File: src/rtl/pipe_pal_pkg.sv
// Shared definitions for the pipe_pal stage and the blocks around it.
//   W_DATA_DEFAULT : default payload width of the pipe_pal data input
//   data_t         : payload type at the default width
package pipe_pal_pkg;

    localparam int W_DATA_DEFAULT = 32;

    typedef logic [W_DATA_DEFAULT-1:0] data_t;

endpackage : pipe_pal_pkg

File: src/rtl/pipe_pal_infifo_if.sv
// Producer/consumer handshake bundle around the pipe_pal input FIFO.
//   s_valid/s_ready/s_data : producer -> FIFO
//   m_valid/m_ready/m_data : FIFO -> pipe_pal
// Handshake rule on both sides: a transfer happens on a rising clock edge
// exactly when valid && ready are both high; valid must not wait for ready,
// and the data is held stable while valid is high and ready is low.
//   modport slave  : the FIFO's view (accepts on s_*, offers on m_*)
//   modport master : the environment's view (drives s_*, consumes m_*)
interface pipe_pal_infifo_if
    import pipe_pal_pkg::*;
#(
    parameter int W_DATA = W_DATA_DEFAULT
);
    logic              s_valid;
    logic              s_ready;
    logic [W_DATA-1:0] s_data;
    logic              m_valid;
    logic              m_ready;
    logic [W_DATA-1:0] m_data;

    modport slave (
        input  s_valid, s_data, m_ready,
        output s_ready, m_valid, m_data
    );

    modport master (
        output s_valid, s_data, m_ready,
        input  s_ready, m_valid, m_data
    );
endinterface : pipe_pal_infifo_if

File: src/rtl/pipe_pal_ptr.sv
// Wrapping pointer register for the pipe_pal input FIFO.
//   i_clk  : clock
//   resetn : asynchronous active-low reset (pointer -> 0)
//   i_clr  : synchronous clear, wins over i_inc
//   i_inc  : advance by one, wrapping modulo 2^W
//   o_ptr  : current pointer value
module pipe_pal_ptr #(
    parameter int W = 3
) (
    input  logic         i_clk,
    input  logic         resetn,
    input  logic         i_clr,
    input  logic         i_inc,
    output logic [W-1:0] o_ptr
);
    logic [W-1:0] ptr_q;
    logic [W-1:0] ptr_d;

    always_comb begin
        ptr_d = ptr_q;
        if (i_clr) begin
            ptr_d = '0;
        end else if (i_inc) begin
            ptr_d = ptr_q + W'(1);
        end
    end

    always_ff @(posedge i_clk or negedge resetn) begin
        if (!resetn) begin
            ptr_q <= '0;
        end else begin
            ptr_q <= ptr_d;
        end
    end

    assign o_ptr = ptr_q;
endmodule : pipe_pal_ptr

File: src/rtl/pipe_pal_infifo.sv
// First-word-fall-through input buffer in front of pipe_pal.
//   i_clk   : clock
//   resetn  : asynchronous active-low reset; empties the FIFO
//   i_flush : synchronous flush; discards all entries and any same-cycle push/pop
//   bus     : slave side of pipe_pal_infifo_if (s_* from producer, m_* to pipe_pal)
//   o_count : stored entries, 0..DEPTH
module pipe_pal_infifo
    import pipe_pal_pkg::*;
#(
    parameter int W_DATA = W_DATA_DEFAULT,
    parameter int DEPTH  = 4
) (
    input  logic                     i_clk,
    input  logic                     resetn,
    input  logic                     i_flush,
    pipe_pal_infifo_if.slave         bus,
    output logic [$clog2(DEPTH):0]   o_count
);
    localparam int W_ADDR = $clog2(DEPTH);

    logic [W_DATA-1:0] mem_q [DEPTH];
    logic [W_DATA-1:0] mem_d [DEPTH];

    logic [W_ADDR:0] wr_ptr;
    logic [W_ADDR:0] rd_ptr;
    logic            empty;
    logic            full;
    logic            push;
    logic            pop;

    assign empty = (wr_ptr == rd_ptr);
    assign full  = (wr_ptr[W_ADDR] != rd_ptr[W_ADDR]) &&
                   (wr_ptr[W_ADDR-1:0] == rd_ptr[W_ADDR-1:0]);

    // s_ready looks only at stored state (and reset), never at m_ready, so a
    // full FIFO refuses a push even in a cycle where it is popping.
    assign bus.s_ready = !full && resetn;
    assign bus.m_valid = !empty;
    assign bus.m_data  = mem_q[rd_ptr[W_ADDR-1:0]];
    assign o_count     = wr_ptr - rd_ptr;

    // A flush swallows any handshake that looks complete on the ports.
    assign push = bus.s_valid && bus.s_ready && !i_flush;
    assign pop  = bus.m_valid && bus.m_ready && !i_flush;

    pipe_pal_ptr #(.W(W_ADDR + 1)) u_wr_ptr (
        .i_clk  (i_clk),
        .resetn (resetn),
        .i_clr  (i_flush),
        .i_inc  (push),
        .o_ptr  (wr_ptr)
    );

    pipe_pal_ptr #(.W(W_ADDR + 1)) u_rd_ptr (
        .i_clk  (i_clk),
        .resetn (resetn),
        .i_clr  (i_flush),
        .i_inc  (pop),
        .o_ptr  (rd_ptr)
    );

    always_comb begin
        mem_d = mem_q;
        if (push) begin
            mem_d[wr_ptr[W_ADDR-1:0]] = bus.s_data;
        end
    end

    // Storage carries no reset; the pointers alone define which entries are live.
    always_ff @(posedge i_clk) begin
        mem_q <= mem_d;
    end
endmodule : pipe_pal_infifo

File: src/flat_wrapper.sv
// flat-port wrapper written by rule: the top's interface ports become plain ports
module pipe_pal_infifo_flat import pipe_pal_pkg::*;
#(
    parameter int W_DATA = W_DATA_DEFAULT,
    parameter int DEPTH  = 4
)
  (i_clk, resetn, i_flush, o_count, bus_s_valid, bus_s_data, bus_m_ready, bus_s_ready, bus_m_valid, bus_m_data);
  pipe_pal_infifo_if #(.W_DATA(W_DATA)) bus_i ();
  input  logic i_clk;
  input  logic resetn;
  input  logic i_flush;
  output logic [$clog2(DEPTH):0] o_count;
  input wire logic [$bits(bus_i.s_valid)-1:0] bus_s_valid;
  input wire logic [$bits(bus_i.s_data)-1:0] bus_s_data;
  input wire logic [$bits(bus_i.m_ready)-1:0] bus_m_ready;
  output wire logic [$bits(bus_i.s_ready)-1:0] bus_s_ready;
  output wire logic [$bits(bus_i.m_valid)-1:0] bus_m_valid;
  output wire logic [$bits(bus_i.m_data)-1:0] bus_m_data;
  assign bus_i.s_valid = bus_s_valid;
  assign bus_i.s_data = bus_s_data;
  assign bus_i.m_ready = bus_m_ready;
  assign bus_s_ready = bus_i.s_ready;
  assign bus_m_valid = bus_i.m_valid;
  assign bus_m_data = bus_i.m_data;
  pipe_pal_infifo #(.W_DATA(W_DATA), .DEPTH(DEPTH)) u_core (.i_clk(i_clk), .resetn(resetn), .i_flush(i_flush), .bus(bus_i), .o_count(o_count));
endmodule
File: config.mk
export PLATFORM = sky130hd
export DESIGN_NAME = pipe_pal_infifo_flat
export DESIGN_NICKNAME = d
export VERILOG_FILES = /design/src/rtl/pipe_pal_pkg.sv /design/src/rtl/pipe_pal_infifo_if.sv /design/src/rtl/pipe_pal_ptr.sv /design/src/rtl/pipe_pal_infifo.sv /design/src/flat_wrapper.sv
export SDC_FILE = /design/constraint.sdc
export NUM_CORES = 1
export LEC_CHECK = 0
export CORE_MARGIN = 2
export CORE_UTILIZATION = 32
export CTS_BUF_LIST = sky130_fd_sc_hd__clkbuf_8
export DETAILED_ROUTE_END_ITERATION = 7
export PLACE_DENSITY = 0.54
export SLEW_MARGIN = 20
export SYNTH_ARGS = -nofsm -noshare
export SYNTH_HDL_FRONTEND = slang
export SYNTH_SLANG_ARGS = --single-unit
export TNS_END_PERCENT = 30
File: constraint.sdc
create_clock -name i_clk -period 6.1 [get_ports i_clk]
set_clock_uncertainty 0.05 [all_clocks]
set_input_delay 0.61 -clock i_clk [delete_from_list [all_inputs] [get_ports i_clk]]
set_output_delay 0.61 -clock i_clk [all_outputs]
set_load 0.1 [all_outputs]
==> metrics.txt <==
# TYPE chip_impl_metric gauge
chip_impl_metric{name="met1_usage",unit="%"} 14.6
chip_impl_metric{name="timing.reg2reg.worst_path_depth",unit=""} 5
chip_impl_metric{name="post_detailed_route_via_to_cell_ratio",unit=""} 4.49
chip_impl_metric{name="fp.dieW",unit="microns"} 131
chip_impl_metric{name="max-cap-violations",unit=""} 0
chip_impl_metric{name="yosys_register_bits",unit=""} 134
chip_impl_info{name="critical_path_class",value="reg2out"} 1
chip_impl_metric{name="slew_limit_fails",unit=""} 0
chip_impl_metric{name="area_delta_synth_final",unit="%"} 26.2
chip_impl_metric{name="seq_area",unit="sq um"} 4000
chip_impl_metric{name="placement.io_buffers",unit=""} 73
chip_impl_metric{name="die_h",unit="microns"} 131
chip_impl_metric{name="remaining_drc_errors",unit=""} 0
chip_impl_metric{name="whs",unit="ps"} 418
chip_impl_metric{name="worst_ep_required_time",unit="ps"} 5440
chip_impl_info{name="busiest_layer",value="met2"} 1
chip_impl_metric{name="violation_count_after_the_first_detailed_route_iteration",unit=""} 187
chip_impl_metric{name="ys.warnings.count",unit=""} 0
chip_impl_metric{name="fillerInstances",unit=""} 1426
chip_impl_metric{name="global_route_congestion_overflow_total",unit=""} 0
chip_impl_metric{name="first_pass_grt_wire_length",unit="microns"} 14500
chip_impl_metric{name="area_of_combinational_cells_with_multiple_inputs",unit="sq um"} 1070
chip_impl_metric{name="drtAntennaViolNets",unit=""} 0
chip_impl_metric{name="leakage",unit="nW"} 2.08
chip_impl_metric{name="grt_antenna_before_repair",unit=""} 0
chip_impl_metric{name="timing_hold_violations_final",unit=""} 0
chip_impl_metric{name="num_vias",unit=""} 2413
chip_impl_metric{name="cts_hold_fix_bufs",unit=""} 0
chip_impl_metric{name="clk_transition_reported_paths",unit="ps"} 70
chip_impl_info{name="worstSetupStartpointType",value="flip-flop"} 1
chip_impl_metric{name="design_area",unit="sq um"} 6490
chip_impl_metric{name="post-route-util",unit="%"} 41.1
chip_impl_info{name="worstReg2RegStart",value="u_core.u_rd_ptr.o_ptr[1]"} 1
chip_impl_metric{name="postSynth.asyncResetShare",unit="%"} 4.48
chip_impl_metric{name="via_count_of_the_first_global_routing_pass",unit=""} 2613
chip_impl_metric{name="worst_pin_slew",unit="ps"} 981
chip_impl_info{name="tritoncts_clock_tree",value="built"} 1
chip_impl_metric{name="io-pin-count",unit=""} 74
chip_impl_metric{name="rows",unit=""} 46
chip_impl_metric{name="period_share",unit="%"} 67.4
chip_impl_metric{name="synthesis.area_per_instance",unit="sq um"} 22.9
chip_impl_metric{name="syn-cell-area",unit="sq um"} 5140
chip_impl_metric{name="synth_edf_count",unit=""} 128
chip_impl_metric{name="power_density_normalized_to_cell_area",unit="nW/um^2"} 384
chip_impl_metric{name="maximum_number_of_pins_on_one_net_before_global_route_repair",unit=""} 36
chip_impl_info{name="hold_path.class",value="in2async"} 1
chip_impl_metric{name="numCtsBuffers",unit=""} 17
chip_impl_metric{name="wirelength",unit="microns"} 9470
chip_impl_metric{name="design.die.area",unit="sq um"} 17100
chip_impl_metric{name="number_of_different_library_cells_in_the_post_synthesis_netlist",unit=""} 30
chip_impl_metric{name="detail_route.first_pass.iterations",unit=""} 4
chip_impl_metric{name="min_period",unit="ps"} 4110
chip_impl_metric{name="ctsResizeCount",unit=""} 0
chip_impl_metric{name="detail_route.wl_per_cell",unit="microns"} 17.6
chip_impl_metric{name="clkLatencyLatePin",unit="ps"} 430
chip_impl_metric{name="place_hpwl",unit="microns"} 5480
chip_impl_info{name="netlist.top_cell.by_area",value="edfxtp_1"} 1
chip_impl_metric{name="synth_sequential_area_ratio",unit="%"} 77.7
chip_impl_metric{name="grt_util_all_layers",unit="%"} 11.9
chip_impl_metric{name="ctsLongestPathBuffers",unit=""} 2
chip_impl_info{name="synth.area.top_cells",value="edfxtp_1 75%, mux4_2 14%, dfrtp_1 2.9%"} 1
chip_impl_metric{name="maxSlewHeadroom",unit="%"} 34.4
chip_impl_metric{name="cp_max_fo",unit=""} 35
chip_impl_info{name="synth-main-ff-cell",value="edfxtp_1"} 1
chip_impl_metric{name="power.ir.vdd_worst",unit="V"} 0.000189
chip_impl_metric{name="synth_cells",unit=""} 224
chip_impl_metric{name="final-setup-viol-count",unit=""} 0
chip_impl_info{name="endpoint_kind",value="primary output"} 1
chip_impl_info{name="status",value="finished, final reports clean"} 1
chip_impl_info{name="worst_setup_path_startpoint",value="u_core.u_rd_ptr.o_ptr[1]"} 1
chip_impl_metric{name="post_layout_net_count",unit=""} 353
chip_impl_metric{name="fraction_of_met2_tracks_used_by_global_routing",unit="%"} 19.5
chip_impl_metric{name="floorplan.initialDensity",unit="%"} 32.6
chip_impl_metric{name="cts.sink_count",unit=""} 134
chip_impl_metric{name="postPlaceCellArea",unit="sq um"} 6110
chip_impl_metric{name="gp_routability_congestion",unit=""} 0.773
chip_impl_metric{name="achievable-frequency",unit="MHz"} 243
chip_impl_metric{name="totalNegativeSetupSlack",unit="ps"} 0
chip_impl_metric{name="crit_arrival",unit="ps"} 3450
chip_impl_metric{name="gr-usage-met3",unit="%"} 4.11
chip_impl_metric{name="core_area",unit="sq um"} 15800
chip_impl_info{name="ctsRootBufferMaster",value="clkbuf_8"} 1
chip_impl_metric{name="cts_setup_buffers",unit=""} 0
chip_impl_metric{name="synth.top_cell.area_share",unit="%"} 74.8
chip_impl_info{name="synth_top_cells_by_count",value="128 x edfxtp_1, 32 x mux4_2, 7 x ha_1, 7 x inv_1, 6 x dfrtp_1"} 1
chip_impl_info{name="post-synth-top-count-cell",value="edfxtp_1"} 1
chip_impl_metric{name="postSynthNetCount",unit=""} 269
chip_impl_metric{name="fraction_of_layout_instances_using_a_drive_strength_above_1",unit="%"} 21.5
chip_impl_metric{name="cts.htree.levels",unit=""} 4
chip_impl_info{name="grt_setup_unrepaired",value="false"} 1
-- layer usage --
metal / up-vias / routed length, microns
li1: 1094 / -
met1: 1250 / 4130
met2: 58 / 4750
met3: 11 / 435
met4: 0 / 158
met5: - / 0
-- logic make-up (layout without fill, tap and decap cells) --
logic type	Yosys count	in the layout	synth area share, %
compound gates	9	9	1.31
xor+xnor	3	3	0.657
fa+ha+maj	8	8	2.09
buf+inv	16	113	1.49
flops	134	134	77.7
mux	36	36	14.9
other cells	0	1	0
simple gates	18	18	1.80
-- state kept, by name, summed over array words and instances (netlist names) --
register	cells
u_core.mem_q	128
u_core.u_rd_ptr.o_ptr	3
u_core.u_wr_ptr.o_ptr	3
-- stage by stage --
stage,cells,setup slack (ps),power [mW]
final,538,1990,2.49
after global routing,537,1740,2.57
after CTS,537,1880,2.52
after detailed placement,505,2380,1.81
after global placement,505,2420,1.81
after floorplan,224,1900,1.64
-- critical path, cell delays in order (launching register included) --
cell	delay, ps
dfrtp_2	970
inv_1	160
ha_1	330
and2_1	200
a21boi_0	200
clkdlybuf4s50_1	1150
-- cell usage in the layout (no fill, tap or decap), types with 5 or more instances in the layout --
| cell | count |
|---|---|
| inv_1 | 10 |
| clkdlybuf4s50_1 | 73 |
| mux4_2 | 32 |
| nand2_1 | 5 |
| edfxtp_1 | 128 |
| clkbuf_8 | 17 |
| ha_1 | 7 |
-- power by group --
part,total [mW],leakage (nW),switching [mW],internal [mW]
registers,1.06,1.24,0.0299,1.03
logic,0.725,0.647,0.520,0.205
clock network,0.708,0.199,0.317,0.391
-- area by class of cell --
| cell class | count | area share (%) |
|---|---|---|
| Antenna cell | 1 | 0.0386 |
| Clock buffer | 17 | 3.61 |
| Clock inverter | 15 | 2.26 |
| Inverter | 7 | 0.405 |
| Multi-Input combinational cell | 74 | 16.6 |
| Sequential cell | 134 | 61.6 |
| Tap cell | 216 | 4.17 |
| Timing Repair Buffer | 74 | 11.4 |
-- final timing paths --
kind / end / slack [ps]
max in group asynchronous: u_core.u_rd_ptr.o_ptr[0] / 5270
hold / removal: u_core.u_wr_ptr.o_ptr[2] / 420
min in group i_clk: u_core.u_wr_ptr.o_ptr[1] / 550
setup / recovery: bus_s_ready / 1990
setup reg to reg: u_core.mem_q[58] / 2820
hold reg to reg: u_core.u_wr_ptr.o_ptr[1] / 550
No activity file was read; power rests on OpenSTA's default activity.
